File: src/rtl/compare_arbiter.sv
// compare_arbiter: round-robin arbiter feeding a single unsigned comparator.
// One request in flight at a time; results are held until the consumer takes them.
module compare_arbiter #(
    parameter int NREQ  = 4,
    parameter int WIDTH = 2
) (
    input  logic                      clk,
    input  logic                      rst,
    input  logic [NREQ-1:0]           req_valid,
    input  logic [NREQ*WIDTH-1:0]     req_a,
    input  logic [NREQ*WIDTH-1:0]     req_b,
    output logic [NREQ-1:0]           req_ready,
    output logic                      rsp_valid,
    input  logic                      rsp_ready,
    output logic [$clog2(NREQ)-1:0]   rsp_id,
    output logic                      rsp_eq,
    output logic                      rsp_gt,
    output logic                      rsp_lt,
    output logic                      busy,
    output logic [7:0]                eq_count
);

    localparam int IDW = $clog2(NREQ);

    typedef enum logic [1:0] {
        IDLE = 2'd0,
        CMP  = 2'd1,
        RESP = 2'd2
    } state_t;

    state_t           state;
    state_t           state_n;
    logic [IDW-1:0]   rr_ptr;
    logic [IDW-1:0]   lat_id;
    logic [WIDTH-1:0] lat_a;
    logic [WIDTH-1:0] lat_b;
    logic             found;
    logic [IDW-1:0]   win;
    logic [WIDTH-1:0] a_sel;
    logic [WIDTH-1:0] b_sel;
    logic             take;
    logic             deliver;
    logic [IDW-1:0]   ptr_next;

    // Cyclic search for the first valid requester at or after rr_ptr.
    always_comb begin
        int idx;
        found = 1'b0;
        win   = '0;
        idx   = 0;
        for (int k = 0; k < NREQ; k++) begin
            idx = int'(rr_ptr) + k;
            if (idx >= NREQ) begin
                idx = idx - NREQ;
            end
            if (!found && req_valid[idx]) begin
                found = 1'b1;
                win   = IDW'(idx);
            end
        end
        a_sel = req_a[int'(win)*WIDTH +: WIDTH];
        b_sel = req_b[int'(win)*WIDTH +: WIDTH];
    end

    // Next-state logic and handshake outputs.
    always_comb begin
        state_n   = state;
        req_ready = '0;
        take      = 1'b0;
        deliver   = 1'b0;
        rsp_valid = 1'b0;
        busy      = 1'b1;
        unique case (state)
            IDLE: begin
                busy = 1'b0;
                if (found && !rst) begin
                    req_ready[win] = 1'b1;
                    take           = 1'b1;
                    state_n        = CMP;
                end
            end
            CMP: begin
                state_n = RESP;
            end
            RESP: begin
                rsp_valid = 1'b1;
                if (rsp_ready) begin
                    deliver = 1'b1;
                    state_n = IDLE;
                end
            end
            default: begin
                state_n = IDLE;
            end
        endcase
    end

    assign ptr_next = (lat_id == IDW'(NREQ - 1)) ? '0 : lat_id + IDW'(1);

    // State register.
    always_ff @(posedge clk) begin
        if (rst) begin
            state <= IDLE;
        end else begin
            state <= state_n;
        end
    end

    // Operand capture, comparison, pointer advance and eq counter.
    always_ff @(posedge clk) begin
        if (rst) begin
            rr_ptr   <= '0;
            lat_id   <= '0;
            lat_a    <= '0;
            lat_b    <= '0;
            rsp_id   <= '0;
            rsp_eq   <= 1'b0;
            rsp_gt   <= 1'b0;
            rsp_lt   <= 1'b0;
            eq_count <= '0;
        end else begin
            if (take) begin
                lat_a  <= a_sel;
                lat_b  <= b_sel;
                lat_id <= win;
            end
            if (state == CMP) begin
                rsp_id <= lat_id;
                rsp_eq <= (lat_a == lat_b);
                rsp_gt <= (lat_a > lat_b);
                rsp_lt <= (lat_a < lat_b);
            end
            if (deliver) begin
                rr_ptr <= ptr_next;
                if (rsp_eq && eq_count != 8'hFF) begin
                    eq_count <= eq_count + 8'd1;
                end
            end
        end
    end

endmodule

File: config.mk
export PLATFORM = sky130hd
export DESIGN_NAME = compare_arbiter
export DESIGN_NICKNAME = d
export VERILOG_FILES = /design/src/rtl/compare_arbiter.sv
export SDC_FILE = /design/constraint.sdc
export NUM_CORES = 1
export LEC_CHECK = 0
export CAP_MARGIN = 10
export CORE_UTILIZATION = 40
export DETAILED_ROUTE_END_ITERATION = 12
export PLACE_DENSITY = 0.72
export SETUP_SLACK_MARGIN = 0.15
export SLEW_MARGIN = 0
export SYNTH_ARGS = -nofsm -noshare
export SYNTH_HDL_FRONTEND = slang
export SYNTH_SLANG_ARGS = --single-unit
File: constraint.sdc
create_clock -name clk -period 2.85 [get_ports clk]
set_clock_uncertainty 0.05 [all_clocks]
set_input_delay 0.855 -clock clk [delete_from_list [all_inputs] [get_ports clk]]
set_output_delay 0.855 -clock clk [all_outputs]
set_load 0.01 [all_outputs]
* Word level (Yosys, flattened, before mapping) *
Index checks and enable logic that the tools add are counted.

word-level totals
  output and inout bits = 19
  ROM bits = 0
  latch bits = 0
  memories = 0
  input bits = 23
  word-level logic and storage cells = 91
  register bits after elaboration = 23
  bits in writable memories = 0

cells by class
  $lt $le $gt $ge = 12
  equality and inequality tests = 7
  $mul = 0
  bitwise gates (word level) = 0
  shift-type cells = 2
  reduce and logical (&&, ||, !) cells = 13
  div/mod/pow operators = 0
  $add $sub $neg = 9
  multiplexer cells = 38

operator list
  cell                 number
  $lt 32x4->1 const B  4
  $mux 32              4
  $mux 1               19
  $shiftx 8x4->2       2
  $mux 2               7
  $sub 3x3->4 const B  3
  $ge 3x3->1 const B   3
  $add 8x1->8 const B  1
  $bmux 1 s2           4
  $mux 4               2
  $ne 8x8->1 const B   1
  $add 2x2->3 const B  2
  $logic_and 1x1->1    6
  $pmux 2 s3           1
  $eq 2x2->1 const B   2
  $logic_not 1->1      4
  $ne 2x2->1 const B   2
  $reduce_and 2->1     2
  $sub 2x3->4 const B  1
  $add 2x1->3 const B  1
  $ge 2x3->1 const B   1
  $lt 2x3->1 const B   1
  $add 2x1->2 const B  1
  $demux 1 s2          1
  6 further kinds      6

* Logic depth before layout (Yosys ltp) *
  depth after elaboration = 21
  mapped depth = 7
  gate-level depth less buffers = 7

* Least setup slack after synthesis *
OpenSTA, ideal clock, no wires.

  path kind = input-to-output
  start point = input port req_valid[2]
  end point = output port req_ready[1]
  data arrival time = 1.836 ns
  cell stages on the path = 6
  path buffers = 1
  path slack = 0.109 ns
  data required time = 1.945 ns
  path through = or2b_1 a21oi_2 a211o_2 buf_6 nand2b_1 nor2_1

on the way
  cells in the longest elaborated chain, start to end = 19
  elaborated cells on any way between the ends = 34
  those cells by class = 2 x order compare; 24 x mux; 8 x reduce/logical

ends and longest elaborated chain
  item                                                            RTL line  text
  from (decl)                                                     9         input logic [NREQ-1:0] req_valid,
  $bmux 1 s2                                                      56        if (!found && req_valid[idx]) begin
  $mux 1 (not written as such) (2 in a row)                       56
  $mux 1                                                          56
  $logic_not 1->1                                                 56
  $logic_and 1x1->1                                               56
  $mux 1                                                          56
  $logic_not 1->1                                                 56
  $logic_and 1x1->1                                               56
  [... 2 more ...]                                                -
  $logic_and 1x1->1                                               56
  $mux 2                                                          56
  $lt 2x3->1 (not written as such) or $ge 2x1->1 (tied branches)  77        req_ready[win] = 1'b1;
  $logic_and 1x1->1 (not written as such)                         77
  $mux 1 (not written as such)                                    77
  $demux 1 s2                                                     77
  $mux 4 (*)                                                      76        if (found && !rst) begin
  $mux 4 (*)                                                      73        unique case (state)
  to (decl)                                                       12        output logic [NREQ-1:0] req_ready,

Mark *: on every way between the ends. The rest lies on a longest branch, timed or not. The select of a mux whose other input is x is not followed.

* Final worst setup path *
  start point = input port req_valid[2]
  end point = output port req_ready[3]

Same word-level chain as after synthesis.

==> flow_summary.ini <==
[outcome]
status = finished with violations
failed_checks = DRC

[drt]
viasPerCell = 5.20
remaining_drc_errors = 1
vias = 1133
first_pass_iters = 8
wl_mm = 2.81
ant_nets = 0
drtIter0Drc = 25
drt-wirelength-per-cell_um = 12.9

[logic_synthesis]
async_flop_share_pct = 0
synthesis.nets = 163
synth-seq-cells = 23
ys_warn_count = 0
seq_area_frac_synth_pct = 37.6
yosysUniqueCellTypes = 36
synthFlopType = dfxtp_1
netlist_area_mm2 = 0.00123
synth-edff-count = 0
syn_avg_cell_area_um2 = 9.02
synthCells = 136

[clocking]
root_buffer = clkbuf_4
clockBufferDepth = 2
clk_latency_ns = 0.30
clkTransAtPathRegs_ns = 0.12
numCtsBuffers = 3
cts.sink_count = 23
cts_tree = done
htree_num_levels = 1

[setup_path]
path_max_fanout = 3
critPathKind = in2out
cp-start-kind = primary input
arrival_ns = 1.85
cp-end-kind = output pin
required_ns = 1.95

[power_and_ir_drop]
switchingPower_mw = 0.194
seq_power_share_pct = 50.4
power_density_mw_per_mm2 = 394
clkPwrFrac_pct = 20.8
p_int_mw = 0.508
ir_drop_mv = 0.461
p_sw_share_pct = 27.7
leakagePower_nw = 0.754
comb_power_share_pct = 28.7

[grt]
grt_max_degree = 23
grt_use_total_pct = 18.3
first_global_vias = 1096
grt_pass1_wl_mm = 4.80
antenna_found_initial = 0
gr-total-overflow = 0

[timing]
setup_viol_count_final = 0
setup-tns-final_ns = 0
finalCritPeriodShare_pct = 96.5
whs_ns = 0.471
setup_slack_ns = 0.0993
relSlewSlack_pct = 76.0
drv_slew = 0
rsz0062_at_grt = true
tightest_slew_ns = 0.360
period_needed_ns = 2.75
fmax_mhz = 364
hold_violations = 0

[placed_design]
gp_congestion = 0.797
detailed_place_hpwl_mm = 2.19
io_buffers = 41
place_ws_ns = -0.745
dpl.cell_count = 210

[die]
dieArea_mm2 = 0.00329
fp-row-count = 19
io_pins = 42
die_x_um = 57.4
start_util_pct = 43.3
fp.dieH_um = 57.4
core-area_mm2 = 0.00283

[cells_and_area]
finalNonFillerCells = 218
synthToLayoutAreaGrowth_pct = 45.5
utilization_pct = 63.1
layout-drive-gt1-share_pct = 23.0
antenna_cells = 0
nets = 215

[hold_path]
worstHoldPathType = reg2reg

[flow_run]
maxCapViolCount = 0
## flip-flops by register name, indices dropped and copies added (netlist names), 2 cells and up
| register | count |
|---|---|
| eq_count | 8 |
| lat_a | 2 |
| lat_b | 2 |
| lat_id | 2 |
| rr_ptr | 2 |
| rsp_id | 2 |
| state | 2 |
## routing by layer
layer | vias up | global-route usage, % | wire length [µm]
met5 | - | 0 | 0
met4 | 0 | 5.23 | 38
met3 | 6 | 5.22 | 106
met2 | 22 | 30.4 | 1460
met1 | 525 | 23.1 | 1210
li1 | 580 | - | -
## cells by family (layout without fill, tap and decap cells)
kind of cell               Yosys count  after routing  share of synthesized area (%)
AOI/OAI and AO/OA                   19             19                           11.6
and+or+nand+nor                     60             60                           27.2
buffers and inverters               11             62                           4.59
muxes                               13             13                           10.6
xor gates and xnor gates             6              6                           4.29
DFF                                 23             23                           37.6
adders and majority gates            4              4                           4.08
## cell type report
class,instances,area (µm²)
repair buffers,52,475
fillers,263,1040
inverters,6,22.5
flip-flops and latches,23,460
multi-input cells,102,761
clock buffers,4,26.3
well taps,31,38.8
## worst max-delay path, cell delays in order
cell and delay, ns:
buf_6 0.10, inv_2 0.06, o22ai_2 0.08, a211o_2 0.36, nand2b_4 0.16, nor2_2 0.10, buf_2 0.13
## cell usage after synthesis, types with 2 or more instances
library cell | number | area share, %
or2b_1 | 2 | 1.2
mux2i_1 | 13 | 11
dfxtp_1 | 23 | 38
nor2_1 | 22 | 6.7
xor2_1 | 4 | 2.9
nand2_1 | 11 | 3.4
o221ai_1 | 4 | 2.9
ha_1 | 4 | 4.1
a21oi_1 | 8 | 3.3
nand3b_1 | 4 | 2.4
nand2b_1 | 2 | 1.0
nand3_1 | 3 | 1.2
nor3b_1 | 2 | 1.2
inv_1 | 6 | 1.8
nor3_1 | 2 | 0.82
buf_6 | 2 | 1.8
xnor2_1 | 2 | 1.4
nand2b_2 | 2 | 1.4
clkbuf_1 | 3 | 0.92
## power groups by stage
stage	Combinational (mW)	Clock, mW	Sequential (mW)
after floorplan	0.110	0	0.361
after detailed placement	0.192	0	0.362
after CTS	0.197	0.154	0.354
final	0.202	0.146	0.354
after global placement	0.187	0	0.361
after global routing	0.222	0.169	0.357
## worst paths after layout
kind / slack [ns] / endpoint / depth (start not counted) / from
max: 0.1 / req_ready[3] / 7 / req_valid[2]
min: 0.47 / rsp_id[0]$_SDFFE_PP0N_ / 2 / rsp_id[0]$_SDFFE_PP0N_
max reg2reg: 1.03 / lat_a[1]$_SDFFE_PP0P_ / 8 / rr_ptr[0]$_SDFFE_PP0P_
min reg2reg: 0.47 / rsp_id[0]$_SDFFE_PP0N_ / 2 / rsp_id[0]$_SDFFE_PP0N_
## cells in the final DEF, fill, tap and decap left out, drive strengths merged, types with 2 or more instances in the layout
cell / instances
nand3b: 4
nor2: 23
clkbuf: 4
mux2i: 13
nor3: 3
a21oi: 9
nand3: 3
or2b: 2
xnor2: 2
clkdlybuf4s50: 32
nand2: 11
buf: 19
ha: 4
dfxtp: 23
nand2b: 4
o221ai: 4
nor3b: 2
inv: 6
nor4: 2
xor2: 4
## timing repair
action	in CTS	in global routing
endpoints found under the setup margin	4	4
resized for setup	45	3
setup buffers	3	1
pin swaps	4	4
hold buffers	0	0
## through the flow
step	area, µm²	power, mW
2_1_floorplan	1240	0.471
3_3_place_gp	1710	0.548
3_5_place_dp	1710	0.553
4_1_cts	1760	0.706
5_1_grt	1780	0.748
6_report	1780	0.703
No activity file was read; power rests on OpenSTA's default activity.
